$ cat src/rtl/common.sv
// Shared PSG bus types: FSM state encoding and {bdir,bc1} strobe codes.
package common;

    typedef enum logic [1:0] {
        IDLE   = 2'd0,
        ACTIVE = 2'd1,
        SELECT = 2'd2
    } ay_state_t;

    localparam logic [1:0] AY_STROBE_NONE = 2'b00;
    localparam logic [1:0] AY_STROBE_RD   = 2'b01;
    localparam logic [1:0] AY_STROBE_ADDR = 2'b11;
    localparam logic [1:0] AY_STROBE_DATA = 2'b10;

endpackage

$ cat src/rtl/ay_clkdiv.sv
// Free-running 50% duty clock divider; ay_clk toggles every CLK_DIV/2 clk28 cycles.
module ay_clkdiv #(
    parameter int CLK_DIV = 16
) (
    input  logic clk28,
    input  logic rst,
    output logic ay_clk
);

    localparam int HALF = CLK_DIV / 2;
    localparam int CW   = (HALF > 1) ? $clog2(HALF) : 1;

    logic [CW-1:0] div_q, div_d;
    logic          clk_q, clk_d;

    always_comb begin
        div_d = div_q + 1'b1;
        clk_d = clk_q;
        if (div_q == CW'(HALF - 1)) begin
            div_d = '0;
            clk_d = ~clk_q;
        end
    end

    always_ff @(posedge clk28 or posedge rst) begin
        if (rst) begin
            div_q <= '0;
            clk_q <= 1'b0;
        end else begin
            div_q <= div_d;
            clk_q <= clk_d;
        end
    end

    assign ay_clk = clk_q;

endmodule

$ cat src/rtl/ay_multi.sv
// TurboSound-style multi-PSG bus interface: port decode, chip select intercept,
// per-chip BC1/BDIR strobes with minimum pulse stretching via cpuwait.
module ay_multi
    import common::*;
#(
    parameter int NUM_CHIPS = 2,
    parameter int CLK_DIV   = 16,
    parameter int MIN_PULSE = 3,
    localparam int SEL_W    = (NUM_CHIPS > 1) ? $clog2(NUM_CHIPS) : 1
) (
    input  logic                 clk28,
    input  logic                 rst,
    input  logic                 en,
    input  logic [15:0]          a,
    input  logic [7:0]           d_in,
    input  logic                 iorq,
    input  logic                 m1,
    input  logic                 wr,
    output logic                 ay_clk,
    output logic [NUM_CHIPS-1:0] ay_bc1,
    output logic [NUM_CHIPS-1:0] ay_bdir,
    output logic [SEL_W-1:0]     sel,
    output logic                 d_out_active,
    output logic                 cpuwait
);

    localparam int         CNT_W    = $clog2(MIN_PULSE + 1);
    localparam logic [7:0] SEL_BASE = 8'(256 - NUM_CHIPS);

    logic dec_q, dec_rd, dec_addr, dec_data, dec_selw, dec_acc;
    logic [1:0] dec_code;
    logic [7:0] sel_inv;

    ay_state_t             state_q, state_d;
    logic [CNT_W-1:0]      cnt_q, cnt_d;
    logic [SEL_W-1:0]      sel_q, sel_d;
    logic [1:0]            strobe_d;
    logic [NUM_CHIPS-1:0]  bc1_q, bc1_d, bdir_q, bdir_d;

    logic unused_addr;
    assign unused_addr = ^{a[13:2], a[0]};

    ay_clkdiv #(
        .CLK_DIV (CLK_DIV)
    ) u_clkdiv (
        .clk28  (clk28),
        .rst    (rst),
        .ay_clk (ay_clk)
    );

    always_comb begin
        dec_q    = en & iorq & ~m1 & a[15] & ~a[1];
        dec_rd   = dec_q & a[14] & ~wr;
        dec_addr = dec_q & a[14] & wr;
        dec_data = dec_q & ~a[14] & wr;
        dec_selw = dec_addr & (d_in >= SEL_BASE);
        dec_acc  = (dec_rd | dec_addr | dec_data) & ~dec_selw;
        dec_code = AY_STROBE_NONE;
        if (dec_rd)
            dec_code = AY_STROBE_RD;
        else if (dec_addr)
            dec_code = AY_STROBE_ADDR;
        else if (dec_data)
            dec_code = AY_STROBE_DATA;
        // Chip numbering is inverted: #FF selects chip 0, #FE chip 1, ...
        sel_inv  = 8'hFF - d_in;
    end

    always_comb begin
        state_d  = state_q;
        cnt_d    = cnt_q;
        sel_d    = sel_q;
        strobe_d = AY_STROBE_NONE;
        case (state_q)
            IDLE: begin
                if (dec_acc) begin
                    state_d  = ACTIVE;
                    strobe_d = dec_code;
                    cnt_d    = '0;
                end else if (dec_selw) begin
                    state_d = SELECT;
                    sel_d   = sel_inv[SEL_W-1:0];
                end
            end
            ACTIVE: begin
                if (dec_acc) begin
                    strobe_d = dec_code;
                    if (cnt_q != CNT_W'(MIN_PULSE))
                        cnt_d = cnt_q + 1'b1;
                end else begin
                    state_d = IDLE;
                end
            end
            SELECT: begin
                // Hold here for the rest of the bus cycle so sel is written once.
                if (!iorq || !en)
                    state_d = IDLE;
            end
            default: state_d = IDLE;
        endcase
    end

    for (genvar gi = 0; gi < NUM_CHIPS; gi++) begin : g_chip
        assign bc1_d[gi]  = (sel_q == SEL_W'(gi)) & strobe_d[0];
        assign bdir_d[gi] = (sel_q == SEL_W'(gi)) & strobe_d[1];
    end

    always_ff @(posedge clk28 or posedge rst) begin
        if (rst) begin
            state_q <= IDLE;
            cnt_q   <= '0;
            sel_q   <= '0;
            bc1_q   <= '0;
            bdir_q  <= '0;
        end else begin
            state_q <= state_d;
            cnt_q   <= cnt_d;
            sel_q   <= sel_d;
            bc1_q   <= bc1_d;
            bdir_q  <= bdir_d;
        end
    end

    assign ay_bc1       = bc1_q;
    assign ay_bdir      = bdir_q;
    assign sel          = sel_q;
    assign d_out_active = (state_q == ACTIVE) & bc1_q[sel_q] & ~bdir_q[sel_q];
    // Gated by rst so the stall drops immediately even while the decode is live.
    assign cpuwait      = ~rst & (((state_q == IDLE) & dec_acc) |
                                  ((state_q == ACTIVE) & (cnt_q < CNT_W'(MIN_PULSE - 1))));

endmodule
$ cat config.mk
export PLATFORM = sky130hd
export DESIGN_NAME = ay_multi
export DESIGN_NICKNAME = d
export VERILOG_FILES = /design/src/rtl/common.sv /design/src/rtl/ay_clkdiv.sv /design/src/rtl/ay_multi.sv
export SDC_FILE = /design/constraint.sdc
export NUM_CORES = 1
export LEC_CHECK = 0
export ABC_AREA = 0
export BUFFER_PORTS_ARGS = -buffer_cell sky130_fd_sc_hd__buf_2
export CAP_MARGIN = 20
export CELL_PAD_IN_SITES_DETAIL_PLACEMENT = 1
export CELL_PAD_IN_SITES_GLOBAL_PLACEMENT = 1
export CORE_ASPECT_RATIO = 0.8
export CORE_UTILIZATION = 31
export DETAILED_ROUTE_END_ITERATION = 10
export PLACE_DENSITY_LB_ADDON = 0.1
export SLEW_MARGIN = 30
export SYNTH_ARGS = -nofsm -noshare
export SYNTH_HDL_FRONTEND = slang
export SYNTH_SLANG_ARGS = --single-unit
$ cat constraint.sdc
create_clock -name clk28 -period 2.4 [get_ports clk28]
set_input_delay 0.36 -clock clk28 [delete_from_list [all_inputs] [get_ports clk28]]
set_output_delay 0.36 -clock clk28 [all_outputs]
set_load 0.02 [all_outputs]
==> results.md, run 1 <==
* Outcome: complete, no violations
* Most frequent cell after synthesis: dfrtp_1
* Setup CP Type: in2out
* Num CTS Buffers at 3
* Max incr delay on CP at 0.40 ns
* Syn nets at slightly above 90
* Synth area leaders: dfrtp_1, ha_1, and3_1
* Hold Violations, Final at 0
* Initial antenna violation count at 0
* Die Height at 42.0 µm
* Main synth FF type: dfrtp_1
* Slowest CP cell: or3b_4
* Crit path depth at 6
* Logic pwr share at 12.1%
* Row count at 14
* Max Cap Viol at 0
* Fmax at 510 MHz
* Hpwl dp at 1070 µm
* Max VDD drop at about 0.00032 V
* Syn avg cell area at 10.7 µm²
* Crit-path leading delay family: simple AND/OR/NAND/NOR gates
* Most frequent cells after synthesis: dfrtp_1, and3_1, inv_1, nand2_1
* Iter 0 DRT Violations at 8
* Clock Sinks at 13
* Starting Density at roughly a third
* Gr ovfl total at 0
* Unique cell type count in the Yosys netlist at 27
* Seq/Total Area, Yosys at 52.5%
* Final GP Congestion at 0.695
* Tightest Hold Check Type: in2async
* Layout cells sized above 1 at 37.2%
* Pre-antenna DRT Iters at 3
* Share of power burned in registers at 57.0%
* Mapped Area at 619 µm²
* Via count at 530
* Post-layout min period at 1.96 ns
* Rel. slew slack at 65.1%
* GRT Total Usage at between 10% and 20%
* Least-Margin Pin Slew at 0.523 ns
* N_diodes at 0
* First-pass GRT wire length at 2300 µm
* Post-CTS sizing at 0
* Power Density at 520 mW/mm²
* Max FO, Critical Path at 3
* Critical Path Sink Type: primary output
* Bufs on Longest Clock Path at 2
* Largest net degree at the start of global routing at 14
* Crit path cell chain: buf_2, or3b_4, nor4_1, o41a_1, nor3_1, buf_2
* Filler instances at 227
* Clock power share at 30.9%
* Post-route ant nets at 0
* H-tree depth at 1
* Post-CTS Hold Fix Bufs at 0
* Drt via density at 4.82
* Yosys warns at 0
* Port bufs at 24
* Fin Clk Skew at roughly 0.0042 ns
* Lkg Pwr at 0.425 nW
* Core area at between 0.0015 and 0.002 mm²
* Die Area at 0.00218 mm²
* DRC violations left at 0
* Post-Place Cell Area at 773 µm²
* Wire per inst at ~12 µm
* Internal power at 0.317 mW
* CP required at approximately 2.0 ns
* Gate count of the mapped netlist at 58
* Layout Nets at 120
* Final WL at about 1300 µm
* R2R depth at 4
* Multi-input logic area at 270 µm²
* Final setup fails at 0
* Die X at a little over 50 µm
* Post-synth top area cell: dfrtp_1
* Startpoint Class: input pin
* Area Overhead vs Synth at 29.1%
* WP buf/inv at 2
* Post-route cell area at 800 µm²
* IO Pins at 38
* Vias in the first global route at 512
* Async set or reset register ratio after synthesis at 100%
* Reg area at 325 µm²
* Period utilisation layout at 81.7%
* NetSw at around 0.098 mW
* Final total power at 0.416 mW
* Setup TNS at 0 ns
* Max Slew Vio Count at 0
* Synth Register Bits at 13
* Root buf cell: clkbuf_4
* Sw frac at 23.6%
* Crit path top cell by count: buf_2
* Post-synth EDFFs at 0
* Critical Path AT at 1.60 ns
* Hold WS at 0.128 ns
* Clock Latency Late Sink at 0.27 ns
* Fraction of post-synthesis cell area in the top cell type by area at 52.5%
* TritonCTS clock tree: yes
* Clock transition at the registers of the reported paths at around 0.08 ns
* # Post-CTS Setup Buffers at 0
* RSZ-0062 raised after global routing: no
-- per-stage QoR --
stage          instances  util (%)  setup WS [ns]
3_5_place_dp         106      41.3          0.435
5_1_grt              110      42.7          0.326
6_report             110      42.7          0.439
2_1_floorplan         58         -          0.469
4_1_cts              110      42.7          0.423
3_3_place_gp         106      41.3          0.421
-- routing by layer --
| metal | GRT usage (%) | part of all wire [%] | vias to the layer above |
|---|---|---|---|
| met3 | 6.52 | 2.7 | 2 |
| met5 | 0 | 0 | - |
| li1 | - | - | 264 |
| met4 | 1.62 | 0.55 | 0 |
| met2 | 21.8 | 47 | 6 |
| met1 | 19.8 | 49 | 258 |
-- final cells by class --
cell class / instances / share of cell area (%)
sequential: 13 / 40.7
multi-input combinational: 39 / 33.8
timing repair buffer: 25 / 16.0
tap: 24 / 3.76
clock buffer: 4 / 3.29
inverter: 5 / 2.50
-- sequential cells by signal, summed over array words and instances, names as in the netlist --
signal	cells
ay_bdir	2
u_clkdiv.ay_clk	1
ay_bc1	2
state_q	2
cnt_q	2
sel	1
u_clkdiv.div_q	3
-- worst register-to-register path, stage by stage (launching register included) --
cell      delay, ns
dfrtp_1        0.43
or3_4          0.41
or2_4          0.27
clkinv_2       0.07
and3_1         0.15
-- placed cells by master, fill, tap and decap left out --
master and count:
buf_2 24, dfrtp_1 13, nand2_1 4, inv_1 4
and3_1 4, nand3_1 3, nor2_1 3, ha_1 3
clkbuf_4 3, o211ai_1 2, nand4_1 2, nor3_1 2
nand2b_1 2, or3b_4 1, or3_4 1, or2_4 1
a211oi_1 1, o22ai_1 1, clkinv_2 1, o32a_1 1
nor3b_1 1, nor4_1 1, o41a_1 1, xor2_1 1
mux2i_1 1, nand3b_1 1, o21ai_0 1, a21oi_1 1
clkbuf_1 1, buf_4 1
-- power groups by stage --
stage / clock network [mW] / registers [mW] / logic (mW)
2_1_floorplan: 0 / 0.239 / 0.0294
3_3_place_gp: 0 / 0.241 / 0.0501
3_5_place_dp: 0 / 0.242 / 0.0520
4_1_cts: 0.139 / 0.237 / 0.0522
5_1_grt: 0.147 / 0.239 / 0.0582
6_report: 0.128 / 0.237 / 0.0504
-- final timing paths --
kind	slack [ns]	startpoint	endpoint
setup / recovery	0.44	m1	cpuwait
hold / removal	0.13	rst	state_q[0]
setup reg to reg	1.00	state_q[1]	ay_bdir[1]
hold reg to reg	0.43	u_clkdiv.div_q[0]	u_clkdiv.div_q[0]
max in group asynchronous	1.92	rst	ay_bdir[1]
min in group clk28	0.26	d_in[0]	sel
-- cell families after synthesis --
kind of cell             count (synthesis)  synth area share [%]
XOR/XNOR                                 1                  1.41
multiplexers                             1                  1.62
flip-flops                              13                  52.5
AO/OA/AOI/OAI                            8                  9.70
adder cells (fa/ha/maj)                  3                  6.06
buffers and inverters                    6                  3.84
AND/OR/NAND/NOR                         26                  24.8
(Power assumes the default switching activity.)
==> run 2: changes to the inputs <==
--- a/config.mk
+++ b/config.mk
@@ -11,7 +11,7 @@
 export CELL_PAD_IN_SITES_DETAIL_PLACEMENT = 1
 export CELL_PAD_IN_SITES_GLOBAL_PLACEMENT = 1
 export CORE_ASPECT_RATIO = 0.8
-export CORE_UTILIZATION = 31
+export CORE_UTILIZATION = 29
 export DETAILED_ROUTE_END_ITERATION = 10
 export PLACE_DENSITY_LB_ADDON = 0.1
 export SLEW_MARGIN = 30
==> constraint.sdc (replaced) <==
create_clock -name clk28 -period 1.9 [get_ports clk28]
set_input_delay 0.285 -clock clk28 [delete_from_list [all_inputs] [get_ports clk28]]
set_output_delay 0.285 -clock clk28 [all_outputs]
set_load 0.02 [all_outputs]
==> results.md, run 2 (synthesized netlist as in run 1, its figures left out) <==
* Final total power at 0.528 mW (+27%)
* Max Slew Vio Count at 0 (unchanged)
* Outcome: complete, no violations
* Max Cap Viol at 0 (unchanged)
* Hpwl dp at 1050 µm (-2.1%)
* Root buf cell: clkbuf_4
* Largest register FFs at 3 (unchanged)
* Hold Violations, Final at 0 (unchanged)
* Sw frac at 24.1% (+0.46 points)
* Drt via density at 4.75 (-1.3%)
* Critical Path Sink Type: primary output
* First-pass GRT wire length at 2240 µm (-2.7%)
* H-tree depth at 1 (unchanged)
* Crit-path leading delay family: flip-flops
* Internal power at 0.401 mW (+26%)
* Lkg Pwr at 0.425 nW (about the same)
* Post-layout min period at 1.80 ns
* Fmax at between 500 and 600 MHz
* Slowest CP cell: dfrtp_1
* Port bufs at 24 (unchanged)
* RSZ-0062 raised after global routing: no
* Die Height at 43.3 µm (+3.2%)
* Num CTS Buffers at 3 (unchanged)
* Pre-antenna DRT Iters at 4 (+1)
* Max VDD drop at 0.000417 V (+31%)
* Row count at 14 (unchanged)
* Starting Density at 31.9% (-1.2 points)
* Top reg by flops: u_clkdiv.div_q
* TritonCTS clock tree: yes
* Power Density at 656 mW/mm² (+26%)
* Post-route ant nets at 0 (unchanged)
* Clock power share at 31.4% (+0.5 points)
* Layout Nets at 120 (unchanged)
* Max FO, Critical Path at 9 (+6)
* Via count at 523 (-1.3%)
* Area Overhead vs Synth at 30.1%
* # Post-CTS Setup Buffers at 0 (unchanged)
* NetSw at 0.127 mW (+30%)
* Final WL at 1310 µm (+2.1%)
* Final setup fails at 0 (unchanged)
* Rel. slew slack at 67.5% (+2.5 points)
* Share of power burned in registers at 56.5% (-0.5 points)
* Period utilisation layout at between 90% and 100%
* Wire per inst at 11.9 µm (+2.1%)
* Initial antenna violation count at 0 (unchanged)
* Largest net degree at the start of global routing at 14 (unchanged)
* Crit path cell chain: o41a_1, nor3_1, buf_2
* GRT Total Usage at 13.8% (-0.77 points)
* Tightest Hold Check Type: in2async
* Die X at 53.7 µm (+3.3%)
* Layout cells sized above 1 at 38.4% (+1.2 points)
* Post-CTS Hold Fix Bufs at 0 (unchanged)
* Gr ovfl total at 0 (unchanged)
* WP buf/inv at 1 (-1)
* Core area at 0.00194 mm² (+3.7%)
* Startpoint Class: flop
* CP required at 1.62 ns (-0.42 ns)
* Final GP Congestion at 0.688 (-1.0%)
* Commonest non-fill, non-tap cells in the layout: buf_2, dfrtp_1, nand2_1, inv_1, and3_1
* Bufs on Longest Clock Path at 2 (unchanged)
* Clock Latency Late Sink at 0.27 ns (about the same)
* Least-Margin Pin Slew at 0.486 ns (-0.0369 ns)
* Logic pwr share at 12.2% (about the same)
* Die Area at 0.00233 mm² (+6.6%)
* Fin Clk Skew at 0.000350 ns (-0.00388 ns)
* Max incr delay on CP at 0.48 ns (+0.08 ns)
* Post-CTS sizing at 0 (unchanged)
* Setup CP Type: reg2out
* N_diodes at 0 (unchanged)
* Util after Layout at 41.4% (-1.2 points)
* Vias in the first global route at 521 (+1.8%)
* Clock transition at the registers of the reported paths at 0.07 ns (about the same)
* Commonest non-fill, non-tap cell in the layout: buf_2
* IO Pins at 38 (unchanged)
* DRC violations left at 0 (unchanged)
* Setup TNS at 0 ns (unchanged)
* Iter 0 DRT Violations at 8 (unchanged)
* Clock Sinks at 13 (unchanged)
* Critical Path AT at 1.51 ns (-0.09 ns)
## run 2: cell count changes in the layout (fill, tap and decap cells not counted)
cell	delta
nor4_1	-1
nor4_2	+1
## run 2: layout make-up
cell class | instances | area (µm²)
inverters | 5 | 20.0
clock buffers | 4 | 26.3
fillers | 236 | 1140
flip-flops and latches | 13 | 325
multi-input cells | 39 | 277
repair buffers | 25 | 128
well taps | 24 | 30.0
## run 2: worst paths after layout
check / from / to / slack (ns) / cells after the start
min in group clk28: d_in[0] / sel / 0.17 / 2
setup / recovery: state_q[0] / cpuwait / 0.10 / 3
hold / removal: rst / state_q[1] / 0.03 / 2
hold reg to reg: u_clkdiv.div_q[0] / u_clkdiv.div_q[0] / 0.44 / 1
setup reg to reg: state_q[1] / ay_bdir[1] / 0.48 / 4
max in group asynchronous: rst / u_clkdiv.ay_clk / 1.54 / 2
## run 2: worst register-to-register path: cells and delay by family, from the launching register on
kind          cells  cell delay [ns]
buf+inv           1             0.08
flops             1             0.43
simple gates      3             0.84
## run 2: power groups by stage
| stage | sequential [mW] | clock [mW] | combinational, mW |
|---|---|---|---|
| floorplan | 0.301 | 0 | 0.0372 |
| global placement | 0.305 | 0 | 0.0630 |
| detailed placement | 0.304 | 0 | 0.0640 |
| CTS | 0.298 | 0.172 | 0.0651 |
| global route | 0.300 | 0.191 | 0.0755 |
| finish | 0.298 | 0.166 | 0.0643 |
## run 2: stage by stage
step / instance area, µm² / worst slack (ns) / std cells / hold slack [ns]
after floorplan: 619 / 0.119 / 58 / 0.162
after global placement: 773 / 0.0571 / 106 / 0.351
after detailed placement: 773 / 0.0518 / 106 / 0.343
after CTS: 800 / 0.0533 / 110 / 0.0435
after global routing: 806 / 0.00230 / 110 / 0.0493
final: 806 / 0.100 / 110 / 0.0315
## run 2: per-layer routing
| metal | GRT usage, % | share of wire (%) | up-vias |
|---|---|---|---|
| met2 | 20.2 | 46 | 10 |
| met4 | 1.58 | 0 | 0 |
| met3 | 7.37 | 5.0 | 0 |
| met1 | 18.4 | 49 | 250 |
| li1 | - | - | 263 |
| met5 | 0 | 0 | - |
==> run 3: changes to the inputs <==
--- a/config.mk
+++ b/config.mk
@@ -11,7 +11,8 @@
 export CELL_PAD_IN_SITES_DETAIL_PLACEMENT = 1
 export CELL_PAD_IN_SITES_GLOBAL_PLACEMENT = 1
 export CORE_ASPECT_RATIO = 0.8
-export CORE_UTILIZATION = 29
+export CORE_UTILIZATION = 33
+export CTS_BUF_LIST = sky130_fd_sc_hd__clkbuf_2
 export DETAILED_ROUTE_END_ITERATION = 10
 export PLACE_DENSITY_LB_ADDON = 0.1
 export SLEW_MARGIN = 30
==> constraint.sdc (replaced) <==
create_clock -name clk28 -period 2.2 [get_ports clk28]
set_input_delay 0.33 -clock clk28 [delete_from_list [all_inputs] [get_ports clk28]]
set_output_delay 0.33 -clock clk28 [all_outputs]
set_load 0.02 [all_outputs]
==> results.md, run 3 (synthesized netlist as in run 1, its figures left out) <==
* Num CTS Buffers at 3 (unchanged)
* Top reg by flops: u_clkdiv.div_q
* Layout cells sized above 1 at 38.4% (unchanged)
* Wire per inst at 12.9 µm (+8.5%)
* Die Height at 40.8 µm (-6.0%)
* Via count at 539 (+3.1%)
* Largest net degree at the start of global routing at 14 (unchanged)
* Clock Latency Late Sink at 0.26 ns (about the same)
* Bufs on Longest Clock Path at 2 (unchanged)
* Tightest Hold Check Type: in2async
* DRC violations left at 0 (unchanged)
* Setup TNS at 0 ns (unchanged)
* RSZ-0062 raised after global routing: no
* N_diodes at 0 (unchanged)
* Critical Path Sink Type: primary output
* Die Area at 0.00206 mm² (-12%)
* Clock power share at 28.0% (-3.4 points)
* Vias in the first global route at 560 (+7.5%)
* Crit path top cell by count: buf_2
* Initial antenna violation count at 0 (unchanged)
* Pre-antenna DRT Iters at 4 (unchanged)
* Max Slew Vio Count at 0 (unchanged)
* Least-Margin Pin Slew at 0.496 ns (+0.0102 ns)
* Max FO, Critical Path at 3 (-6)
* IO Pins at 38 (unchanged)
* Final setup fails at 0 (unchanged)
* Port bufs at 24 (unchanged)
* Row count at 13 (-1)
* Clock Sinks at 13 (unchanged)
* Filler instances at 214 (-9.3%)
* Post-route cell area at 791 µm² (-1.9%)
* Commonest non-fill, non-tap cells in the layout: buf_2, dfrtp_1
* Routed wl met3 at 72 µm (+11%)
* Max Cap Viol at 0 (unchanged)
* Root buf cell: clkbuf_2
* # Post-CTS Setup Buffers at 0 (unchanged)
* Max incr delay on CP at 0.43 ns (-0.05 ns)
* Share of power burned in registers at 59.3% (+2.8 points)
* Gr ovfl total at 0 (unchanged)
* First-pass GRT wire length at 2440 µm (+8.6%)
* Die X at 50.4 µm (-6.0%)
* Fmax at 507 MHz
* Multi-input logic area at 270 µm² (-2.3%)
* Setup WS post-layout at 0.228 ns (+0.128 ns)
* Reg area at 325 µm² (unchanged)
* Largest register FFs at 3 (unchanged)
* WL met2 at 646 µm (+7.7%)
* H-tree depth at 1 (unchanged)
* Hold Violations, Final at 0 (unchanged)
* CP required at 1.87 ns (+0.25 ns)
* Hpwl dp at 1130 µm (+7.7%)
* Rel. slew slack at 66.9% (-0.68 points)
* GRT Total Usage at 17.0% (+3.2 points)
* Post-CTS Hold Fix Bufs at 0 (unchanged)
* Iter 0 DRT Violations at 4 (-4)
* Startpoint Class: input pin
* Pre-CTS setup slack at 0.249 ns (+0.198 ns)
* Post-Place Cell Area at 771 µm² (-0.32%)
* Lkg Pwr at 0.426 nW (+0.37%)
* Post-layout min period at between 1.5 and 2 ns
* Starting Density at 36.6% (+4.8 points)
* NetSw at 0.113 mW (-11%)
* Setup CP Type: in2out
* Drt via density at 4.99 (+5.0%)
* Logic pwr share at 12.7% (+0.5 points)
* Layout Nets at 120 (unchanged)
* Sw frac at 25.8% (+1.8 points)
* Commonest non-fill, non-tap cell in the layout: buf_2
* Max VDD drop at 0.000359 V (-14%)
* Fin Clk Skew at 0.00423 ns (+0.00388 ns)
* Clock transition at the registers of the reported paths at 0.12 ns (+0.05 ns)
* Routed met1 length at 676 µm (+5.1%)
* Core area at 0.00169 mm² (-13%)
* Final GP Congestion at 0.711 (+3.4%)
* Post-route ant nets at 0 (unchanged)
* Internal power at 0.325 mW (-19%)
* TritonCTS clock tree: yes
* Slowest CP cell: nor4_1
* Max layer used: met3
* Outcome: complete, no violations
* Area Overhead vs Synth at 27.7%
* Crit path cell chain: buf_2, or3b_4, nor4_1, o41a_1, nor3_1, buf_2
* Critical Path AT at 1.64 ns (+0.13 ns)
* Period utilisation layout at 89.6%
* Post-CTS sizing at 0 (unchanged)
* Power Density at 553 mW/mm² (-16%)
* Final WL at 1400 µm (+6.5%)
[run 3: changes by cell type in the layout (fill, tap and decap cells not counted)]
cell / change
clkbuf_1: -1
nor4_2: -1
clkbuf_4: -3
clkbuf_2: +4
nor4_1: +1
[run 3: per-stage QoR]
step           hold slack (ns)  util (%)  power [mW]  instances
6_report                0.0783      46.7       0.438        108
2_1_floorplan            0.207         -       0.292         58
4_1_cts                 0.0945      46.7       0.446        108
3_3_place_gp             0.394      45.6       0.317        104
5_1_grt                  0.109      46.7       0.464        108
3_5_place_dp             0.405      45.6       0.322        104
[run 3: critical path: cells and delay by family]
family | cells | cell delay, ns
AOI/OAI and AO/OA | 1 | 0.18
buffers and inverters | 2 | 0.26
and+or+nand+nor | 3 | 0.88
[run 3: routing by layer]
metal / vias to the layer above / global-route usage, %
met5: - / 0
met4: 0 / 2.08
met3: 0 / 6.67
met2: 16 / 29.7
met1: 259 / 20.8
li1: 264 / -
[run 3: worst paths after layout]
check                           cells after the start           endpoint               from  slack (ns)
worst min-delay path                                2                sel                rst        0.08
min in group clk28                                  2                sel            d_in[0]        0.22
max in group asynchronous                           2           cnt_q[1]                rst        1.79
worst min register to register                      1  u_clkdiv.div_q[0]  u_clkdiv.div_q[0]        0.45
worst max register to register                      4         ay_bdir[1]         state_q[1]        0.78
worst max-delay path                                6            cpuwait                 m1        0.23
[run 3: cell type report]
cell class,instances,area share [%]
sequential,13,41.1
multi-input combinational,39,34.2
timing repair buffer,25,16.1
tap,22,3.48
clock buffer,4,2.53
inverter,5,2.53
[run 3: power by group through the flow]
stage | clock network (mW) | logic [mW] | registers, mW
global route | 0.136 | 0.0651 | 0.262
global placement | 0 | 0.0539 | 0.263
floorplan | 0 | 0.0321 | 0.260
detailed placement | 0 | 0.0571 | 0.265
CTS | 0.129 | 0.0566 | 0.260
finish | 0.123 | 0.0556 | 0.259
